**src/rtl/pipe_hazard_ctrl_pkg.sv**
```systemverilog
// Shared pipeline definitions for the hazard sequencer: PC select encodings,
// FSM state type and the bubble word loaded by a flush.
package pipe_hazard_ctrl_pkg;

    localparam logic [1:0] PCSEL_SEQ   = 2'b00;
    localparam logic [1:0] PCSEL_REDIR = 2'b01;
    localparam logic [1:0] PCSEL_EXC   = 2'b10;

    localparam logic [31:0] NOP_WORD = 32'h0000_0000;

    // Load-stall down-counter width; covers LOAD_STALL_CYCLES up to 7.
    localparam int unsigned LCNT_W = 3;

    typedef enum logic [1:0] {
        StRun,
        StLoadStall,
        StMemWait
    } hz_state_e;

endpackage

```
**src/rtl/pipe_hazard_ctrl_hazard_detect.sv**
```systemverilog
// Load-use comparator: flags an ID instruction that reads the destination of
// a load currently in EX. Register 0 never creates a dependency.
module pipe_hazard_ctrl_hazard_detect (
    input  logic [4:0] id_rs,
    input  logic [4:0] id_rt,
    input  logic       id_uses_rs,
    input  logic       id_uses_rt,
    input  logic       ex_memread,
    input  logic [4:0] ex_rt,
    output logic       load_use
);

    logic rs_hit;
    logic rt_hit;

    assign rs_hit   = id_uses_rs && (id_rs == ex_rt);
    assign rt_hit   = id_uses_rt && (id_rt == ex_rt);
    assign load_use = ex_memread && (ex_rt != 5'd0) && (rs_hit || rt_hit);

endmodule

```
**src/rtl/pipe_hazard_ctrl.sv**
```systemverilog
// Stall/flush sequencer for the 5-stage pipeline. Control outputs are
// combinational; FSM, load-stall counter, pending redirect and stall counter are registered.
module pipe_hazard_ctrl
    import pipe_hazard_ctrl_pkg::*;
#(
    parameter int unsigned LOAD_STALL_CYCLES = 1,
    parameter int unsigned CNT_W             = 32
) (
    input  logic             clk,
    input  logic             reset,
    input  logic [4:0]       id_rs,
    input  logic [4:0]       id_rt,
    input  logic             id_uses_rs,
    input  logic             id_uses_rt,
    input  logic             ex_memread,
    input  logic [4:0]       ex_rt,
    input  logic             redirect,
    input  logic             dmem_busy,
    input  logic             imem_ready,
    input  logic             exc_req,
    output logic             wr_pc,
    output logic             wr_IF2ID,
    output logic             wr_ID2EX,
    output logic             wr_EX2MEM,
    output logic             flush_IF2ID,
    output logic             flush_ID2EX,
    output logic             flush_EX2MEM,
    output logic [1:0]       pc_sel,
    output logic [CNT_W-1:0] stall_cnt
);

    localparam logic [LCNT_W-1:0] LoadCntInit = LCNT_W'(LOAD_STALL_CYCLES - 1);

    hz_state_e         state_q, state_d;
    logic [LCNT_W-1:0] lcnt_q, lcnt_d;
    logic              pend_q, pend_d;
    logic [CNT_W-1:0]  stall_cnt_q;

    logic load_use;
    logic redir_any;
    logic in_stall;

    pipe_hazard_ctrl_hazard_detect u_hazard_detect (
        .id_rs      (id_rs),
        .id_rt      (id_rt),
        .id_uses_rs (id_uses_rs),
        .id_uses_rt (id_uses_rt),
        .ex_memread (ex_memread),
        .ex_rt      (ex_rt),
        .load_use   (load_use)
    );

    assign redir_any = redirect | pend_q;
    // MEM_WAIT behaves as RUN once the memory stops being busy.
    assign in_stall  = (state_q == StLoadStall);
    assign stall_cnt = stall_cnt_q;

    always_ff @(posedge clk) begin
        if (reset) begin
            state_q     <= StRun;
            lcnt_q      <= '0;
            pend_q      <= 1'b0;
            stall_cnt_q <= '0;
        end else begin
            state_q <= state_d;
            lcnt_q  <= lcnt_d;
            pend_q  <= pend_d;
            if (!wr_pc && (stall_cnt_q != '1)) begin
                stall_cnt_q <= stall_cnt_q + CNT_W'(1);
            end
        end
    end

    always_comb begin
        state_d = state_q;
        lcnt_d  = lcnt_q;
        pend_d  = pend_q;
        if (exc_req) begin
            state_d = StRun;
            lcnt_d  = '0;
            pend_d  = 1'b0;
        end else if (dmem_busy) begin
            state_d = StMemWait;
            if (redirect) begin
                pend_d = 1'b1;
            end
        end else if (in_stall) begin
            lcnt_d  = lcnt_q - LCNT_W'(1);
            state_d = (lcnt_q <= LCNT_W'(1)) ? StRun : StLoadStall;
        end else if (redir_any) begin
            state_d = StRun;
            pend_d  = 1'b0;
        end else if (load_use) begin
            lcnt_d  = LoadCntInit;
            state_d = (LoadCntInit != '0) ? StLoadStall : StRun;
        end else begin
            state_d = StRun;
        end
    end

    always_comb begin
        wr_pc        = 1'b1;
        wr_IF2ID     = 1'b1;
        wr_ID2EX     = 1'b1;
        wr_EX2MEM    = 1'b1;
        flush_IF2ID  = 1'b0;
        flush_ID2EX  = 1'b0;
        flush_EX2MEM = 1'b0;
        pc_sel       = PCSEL_SEQ;
        if (reset) begin
            wr_pc        = 1'b0;
            wr_IF2ID     = 1'b0;
            wr_ID2EX     = 1'b0;
            wr_EX2MEM    = 1'b0;
            flush_IF2ID  = 1'b1;
            flush_ID2EX  = 1'b1;
            flush_EX2MEM = 1'b1;
        end else if (exc_req) begin
            flush_IF2ID  = 1'b1;
            flush_ID2EX  = 1'b1;
            flush_EX2MEM = 1'b1;
            pc_sel       = PCSEL_EXC;
        end else if (dmem_busy) begin
            wr_pc     = 1'b0;
            wr_IF2ID  = 1'b0;
            wr_ID2EX  = 1'b0;
            wr_EX2MEM = 1'b0;
        end else if (in_stall) begin
            // ID is held during a load stall, so no redirect can originate here.
            wr_pc       = 1'b0;
            wr_IF2ID    = 1'b0;
            flush_ID2EX = 1'b1;
        end else if (redir_any) begin
            flush_IF2ID = 1'b1;
            pc_sel      = PCSEL_REDIR;
        end else if (load_use) begin
            wr_pc       = 1'b0;
            wr_IF2ID    = 1'b0;
            flush_ID2EX = 1'b1;
        end else if (!imem_ready) begin
            wr_pc       = 1'b0;
            wr_IF2ID    = 1'b0;
            flush_IF2ID = 1'b1;
        end
    end

endmodule
```
**config.mk**
```make
export PLATFORM = sky130hd
export DESIGN_NAME = pipe_hazard_ctrl
export DESIGN_NICKNAME = d
export VERILOG_FILES = /design/src/rtl/pipe_hazard_ctrl_pkg.sv /design/src/rtl/pipe_hazard_ctrl_hazard_detect.sv /design/src/rtl/pipe_hazard_ctrl.sv
export SDC_FILE = /design/constraint.sdc
export NUM_CORES = 1
export LEC_CHECK = 0
export CAP_MARGIN = 10
export CORE_ASPECT_RATIO = 0.9
export CORE_UTILIZATION = 43
export DETAILED_ROUTE_END_ITERATION = 8
export PLACE_DENSITY_LB_ADDON = 0.08
export SLEW_MARGIN = 20
export SYNTH_ARGS = -nofsm -noshare
export SYNTH_HDL_FRONTEND = slang
export SYNTH_SLANG_ARGS = --single-unit
```
**constraint.sdc**
```tcl
create_clock -name clk -period 2.14 [get_ports clk]
set_clock_uncertainty 0.2 [all_clocks]
set_input_delay 0.321 -clock clk [delete_from_list [all_inputs] [get_ports clk]]
set_output_delay 0.321 -clock clk [all_outputs]
set_load 0.05 [all_outputs]
```
# ---- Word level (Yosys, flattened, before mapping)
# Index checks and enable logic that the tools add are counted.
dict set report totals {
  ff_bits 38
  out_inout_bits 41
  wordCells 72
}
dict set report op_classes {
  addsub 2
  n_lt_le_gt_ge 1
  n_eq_ne 7
  n_mux 40
  bitwise_logic 3
  n_reduce_logical 14
}
# cell n
set op_table {}
lappend op_table {{2-to-1 mux 1 bit} 34}
lappend op_table {{adder 32 x 1 -> 32 bit, second input constant} 1}
lappend op_table {{inequality test 32 bit, second input constant} 1}
lappend op_table {{equality test 5 bit} 2}
lappend op_table {{2-to-1 mux 3 bit} 3}
lappend op_table {{2-to-1 mux 2 bit} 3}
lappend op_table {{AND reduction 3 bit} 2}
lappend op_table {{logical AND 1 bit} 5}
lappend op_table {{nonzero test 5 bit} 1}
lappend op_table {{inequality test 2 bit, second input constant} 2}
lappend op_table {{nonzero test 2 bit} 2}
lappend op_table {{OR reduction 4 bit} 1}
lappend op_table {{<= comparator 3 x 1 -> 1 bit, second input constant} 1}
lappend op_table {{subtractor 3 x 1 -> 3 bit, second input constant} 1}
lappend op_table {{equality test 2 x 1 -> 1 bit, second input constant} 1}
lappend op_table {{inequality test 2 x 1 -> 1 bit, second input constant} 1}
lappend op_table {{NOT 1 bit} 2}
lappend op_table {{OR reduction 2 bit} 1}
lappend op_table {{zero test 1 bit} 1}
lappend op_table {{logical OR 1 bit} 1}
lappend op_table {{bitwise OR 1 bit} 1}

# ---- Depth between registers and ports, before layout
dict set report logic_depth {
  word_depth 12
  mapped_depth 9
}

# ---- Cells and area by module
# Synthesis repeated with hierarchy kept, for this count alone.
dict set report unflattened {
  cells_unflattened 265
  area_unflattened_um2 2341.0
}
# mod n_inst cells_per_inst area_each_um2
set modules_own_cells {}
lappend modules_own_cells {pipe_hazard_ctrl 1 248 2207.1}
lappend modules_own_cells {pipe_hazard_ctrl_hazard_detect 1 17 133.9}

# ---- Worst setup path after synthesis
# Ideal clock, no wire load.
dict set report synth_path {
  kind {input -> output}
  start {input ex_rt[1]}
  end {output flush_IF2ID}
  arrival_ps 2406
  required_ps 1619
  path_slack_ps -787
  stages 5
  path_buffers 0
  path_cell_list {or4_1 o21a_1 a21oi_1 nor3_1 o31ai_1}
}
dict set report synth_via {
  elab_chain_cells 10
  word_cells_on_any_way 14
  classes_between {eq/ne (2); mux (6); reduce/logical (6)}
}
# element line
set synth_lines {}
lappend synth_lines {{start: declaration} pipe_hazard_ctrl.sv:16} ;# input logic [4:0] ex_rt,
lappend synth_lines {{equality test 5 bit, on equally long branches} {pipe_hazard_ctrl_hazard_detect.sv:16, pipe_hazard_ctrl_hazard_detect.sv:17}}
lappend synth_lines {{logical AND 1 bit, on equally long branches} {pipe_hazard_ctrl_hazard_detect.sv:16, pipe_hazard_ctrl_hazard_detect.sv:17}}
lappend synth_lines {{logical OR 1 bit} pipe_hazard_ctrl_hazard_detect.sv:18} ;# assign load_use = ex_memread && (ex_rt != 5'd0) && (rs_hit || rt_hit);
lappend synth_lines {{logical AND 1 bit (*)} pipe_hazard_ctrl_hazard_detect.sv:18}
lappend synth_lines {{2-to-1 mux 1 bit (*)} pipe_hazard_ctrl.sv:136} ;# end else if (load_use) begin
lappend synth_lines {{2-to-1 mux 1 bit (*)} pipe_hazard_ctrl.sv:133} ;# end else if (redir_any) begin
lappend synth_lines {{2-to-1 mux 1 bit (*)} pipe_hazard_ctrl.sv:128} ;# end else if (in_stall) begin
lappend synth_lines {{2-to-1 mux 1 bit (*)} pipe_hazard_ctrl.sv:123} ;# end else if (dmem_busy) begin
lappend synth_lines {{2-to-1 mux 1 bit (*)} pipe_hazard_ctrl.sv:118} ;# end else if (exc_req) begin
lappend synth_lines {{2-to-1 mux 1 bit (*)} pipe_hazard_ctrl.sv:110} ;# if (reset) begin
lappend synth_lines {{end: declaration} pipe_hazard_ctrl.sv:25} ;# output logic flush_IF2ID,
# Mark *: on every way between the ends. The rest lies on a longest branch, timed or not.

# ---- Worst setup path after layout
dict set report layout_path {
  start {register state_q[1]}
  end {output wr_IF2ID}
}
dict set report layout_via {
  elab_chain_cells 5
}
# element line
set layout_lines {}
lappend layout_lines {{start: declaration} pipe_hazard_ctrl.sv:34} ;# hz_state_e state_q, state_d;
lappend layout_lines {{start signal: assignment} pipe_hazard_ctrl.sv:60} ;# state_q <= StRun;
lappend layout_lines {{start signal: assignment} pipe_hazard_ctrl.sv:65} ;# state_q <= state_d;
lappend layout_lines {{equality test 2 x 1 -> 1 bit} pipe_hazard_ctrl.sv:55} ;# assign in_stall = (state_q == StLoadStall);
lappend layout_lines {{2-to-1 mux 1 bit} pipe_hazard_ctrl.sv:128}
lappend layout_lines {{2-to-1 mux 1 bit} pipe_hazard_ctrl.sv:123}
lappend layout_lines {{2-to-1 mux 1 bit} pipe_hazard_ctrl.sv:118}
lappend layout_lines {{2-to-1 mux 1 bit} pipe_hazard_ctrl.sv:110}
lappend layout_lines {{end: declaration} pipe_hazard_ctrl.sv:22} ;# output logic wr_IF2ID,
# No other way between the ends.

==> metrics <==
outcome=finished, violations left; failing checks=negative setup slack; largest family of logic cells by synthesized area=simple AND/OR/NAND/NOR gates; top post-synthesis cells by area=dfxtp_1, a21oi_1, o21ai_0; Hold Path Class=flop to flop; gr ovfl total=0; PwrDens=442 nW/µm²; complex-gate fraction of the synthesized area=17.9%; mux share of post-synthesis cell area=3.16%; Async S/R FF share, synth=0%; DR WL/cell=18.1 µm; Final setup viols=30; CTS Root Cell=clkbuf_8; simple-gate area share of the yosys netlist=33.1%; initial antenna violation count=0; Slew HR=61.3%; CP Cell Sequence=and2b_2 > nor3b_4 > buf_6 > a21oi_4 > a21oi_4 > buf_12 > buf_12; DP Wirelength=4730 µm; Clock Power Share=38.8%; largest net degree at the start of global routing=15; reg-to-reg critical path startpoint=state_q[1]; Yosys cell types=44; critical path arrival=1.84 ns; critical path's largest stage delay=0.32 ns; io pins=65; Synth Area in XOR/XNOR=4.74%; Sw Share=26.4%; CTS clk-pin slew, worst paths=0.08 ns; die area=5450 µm²; Die W=77.7 µm; total chip power=1.79 mW; first-pass GRT wire length=12200 µm; site row count=24; max-slew violations=0; P&R area growth vs syn=82.6%; fillcell total=288; drt total wl=8470 µm; Max rail drop VDD=418 µV; Critical Path Start Type=flop; clock buffer depth=2; cts hold-fix bufs=0; synthesized area=2220 µm²; fin nets=430; min-delay src=lcnt_q[1]; worst r2r path cells=10; CP Class=flop to output port; DRT antenna net count=0; Via Count=2789; DRC viols=0; gr usage total=28.6%; count of max-cap constraint violations=0; Buffers on Ports=64; top-count cell post-synth=dfxtp_1; CTS tree=built; CP max stage cell=dfxtp_2; WP data required=1.62 ns; drt initial violations=250; CP max FO=5; RSZ-0062 raised after global routing=yes; Max H-tree Level=2; sequential share of power=39.4%; share of the synthesized area in the top cell type=34.3%; Die Y=70.2 µm; final period utilization=110%; Hold EP=lcnt_q[1]; Post-Synthesis Cells=277; net switching power figure=0.473 mW; sequential fraction of the synthesis area=34.3%; Comb pwr share=21.8%; drt pass-1 iters=5; Critical Path End Type=output port; # diodes=0; share of layout cells above drive strength 1=44.1%; routability cong.=0.840; cell internal pwr=1.32 mW; Final WS setup=-0.222 ns; Final min period=2.36 ns; Leak=1.52 nW; synth warn=0; Skew-Pair Late Insertion Delay=0.30 ns; Adder-Cell Fraction of Synth Area=1.69%; initial core utilization=45.3%; FF+latch count, synth=38; FF-to-FF End=stall_cnt[21]; via count of the first global-routing pass=2563; Worst-Margin Slew=0.579 ns; # clock sinks=38; Hold Fails Final Rpt=0; Hold Crit Depth=2; vias per cell=5.95; Num CTS Buffers=5; core area=4890 µm²; final core occ=82.8%; Yosys top cell by area=dfxtp_1; maximum clock frequency=423 MHz; FF-to-FF setup slack=-0.18 ns; Mean Syn Cell Area=8.01 µm²; Post-synth top cells=dfxtp_1, a21oi_1, o21ai_0, nand2_1, nor2_1; predominant post-synthesis flop cell=dfxtp_1; Net Count, Synth=304; EDFF count, synth=0
-- area by class of cell --
cell class | instances | area (µm²) | share of cell area, %
multi-input cells | 218 | 1630 | 40.2
clock inverters | 2 | 38.8 | 0.957
flip-flops and latches | 38 | 823 | 20.3
inverters | 5 | 18.8 | 0.463
repair buffers | 135 | 1370 | 33.7
well taps | 65 | 81.3 | 2.01
clock buffers | 6 | 93.8 | 2.31
-- placed cells by master, fill, tap and decap left out, types with 8 or more instances in the layout --
master / Yosys / routed
nand2_1: 19 / 18
or3_1: 15 / 15
dfxtp_2: 0 / 23
a21oi_1: 28 / 21
buf_12: 0 / 10
clkdlybuf4s50_1: 0 / 37
o31ai_1: 10 / 8
nand3_1: 12 / 11
xnor2_1: 10 / 8
buf_4: 2 / 59
o21ai_0: 21 / 19
dfxtp_4: 0 / 9
nand4_1: 15 / 15
nor2_1: 17 / 15
nor2b_1: 8 / 8
-- metal layers --
metal	vias up	track usage, %	part of all wire [%]
li1	1298	-	-
met1	1311	36.2	42
met2	139	46.5	48
met3	41	5.49	6.6
met4	0	14.0	3.8
met5	-	0	0
-- registers in the layout (all words and copies together) (netlist names) --
signal	count
lcnt_q	3
pend_q	1
stall_cnt	32
state_q	2
-- worst max-delay path, delay by kind of cell (launching register included) --
kind            cells  cell delay [ns]
simple gates        2             0.54
buf+inv             3             0.43
flops               1             0.32
compound gates      2             0.26
-- cell families after synthesis --
kind of cell / count (synthesis)
AND/OR/NAND/NOR: 128
multiplexers: 6
adder cells (fa/ha/maj): 3
XOR/XNOR: 12
flip-flops: 38
AO/OA/AOI/OAI: 69
buffers and inverters: 21
-- repair_timing --
action,in CTS,in global routing
gates cloned,4,0
buffers inserted,12,5
endpoints found under the hold margin,0,0
setup endpoints to repair,38,36
resized for setup,79,36
pin swaps,38,22
-- worst max path at each step --
stage / start / to / slack [ns]
detailed placement: ex_rt[3] / stall_cnt[27] / -0.61
finish: state_q[1] / wr_IF2ID / -0.22
CTS: ex_rt[4] / flush_IF2ID / -0.23
global placement: ex_rt[4] / stall_cnt[27] / -0.56
global route: stall_cnt[28] / stall_cnt[21] / -0.34
floorplan: ex_rt[1] / wr_pc / -0.11
-- per-stage QoR --
| step | TNS, ns | cells | hold WS [ns] | setup WS (ns) | cell area [µm²] |
|---|---|---|---|---|---|
| 6_report | -3.57 | 469 | 0.274 | -0.222 | 4050 |
| 5_1_grt | -6.95 | 469 | 0.313 | -0.344 | 4050 |
| 4_1_cts | -1.71 | 465 | 0.276 | -0.226 | 3910 |
| 3_5_place_dp | -18.00 | 441 | 0.265 | -0.611 | 3440 |
| 3_3_place_gp | -16.66 | 441 | 0.263 | -0.561 | 3440 |
| 2_1_floorplan | -0.218 | 277 | 0.250 | -0.112 | 2350 |
-- power by group through the flow --
stage | clock network (mW) | registers, mW | logic, mW
floorplan | 0 | 0.733 | 0.140
CTS | 0.704 | 0.706 | 0.365
global placement | 0 | 0.723 | 0.280
finish | 0.695 | 0.707 | 0.392
global route | 0.739 | 0.708 | 0.405
detailed placement | 0 | 0.723 | 0.284
Note: power is estimated with default switching activity, not from simulation.
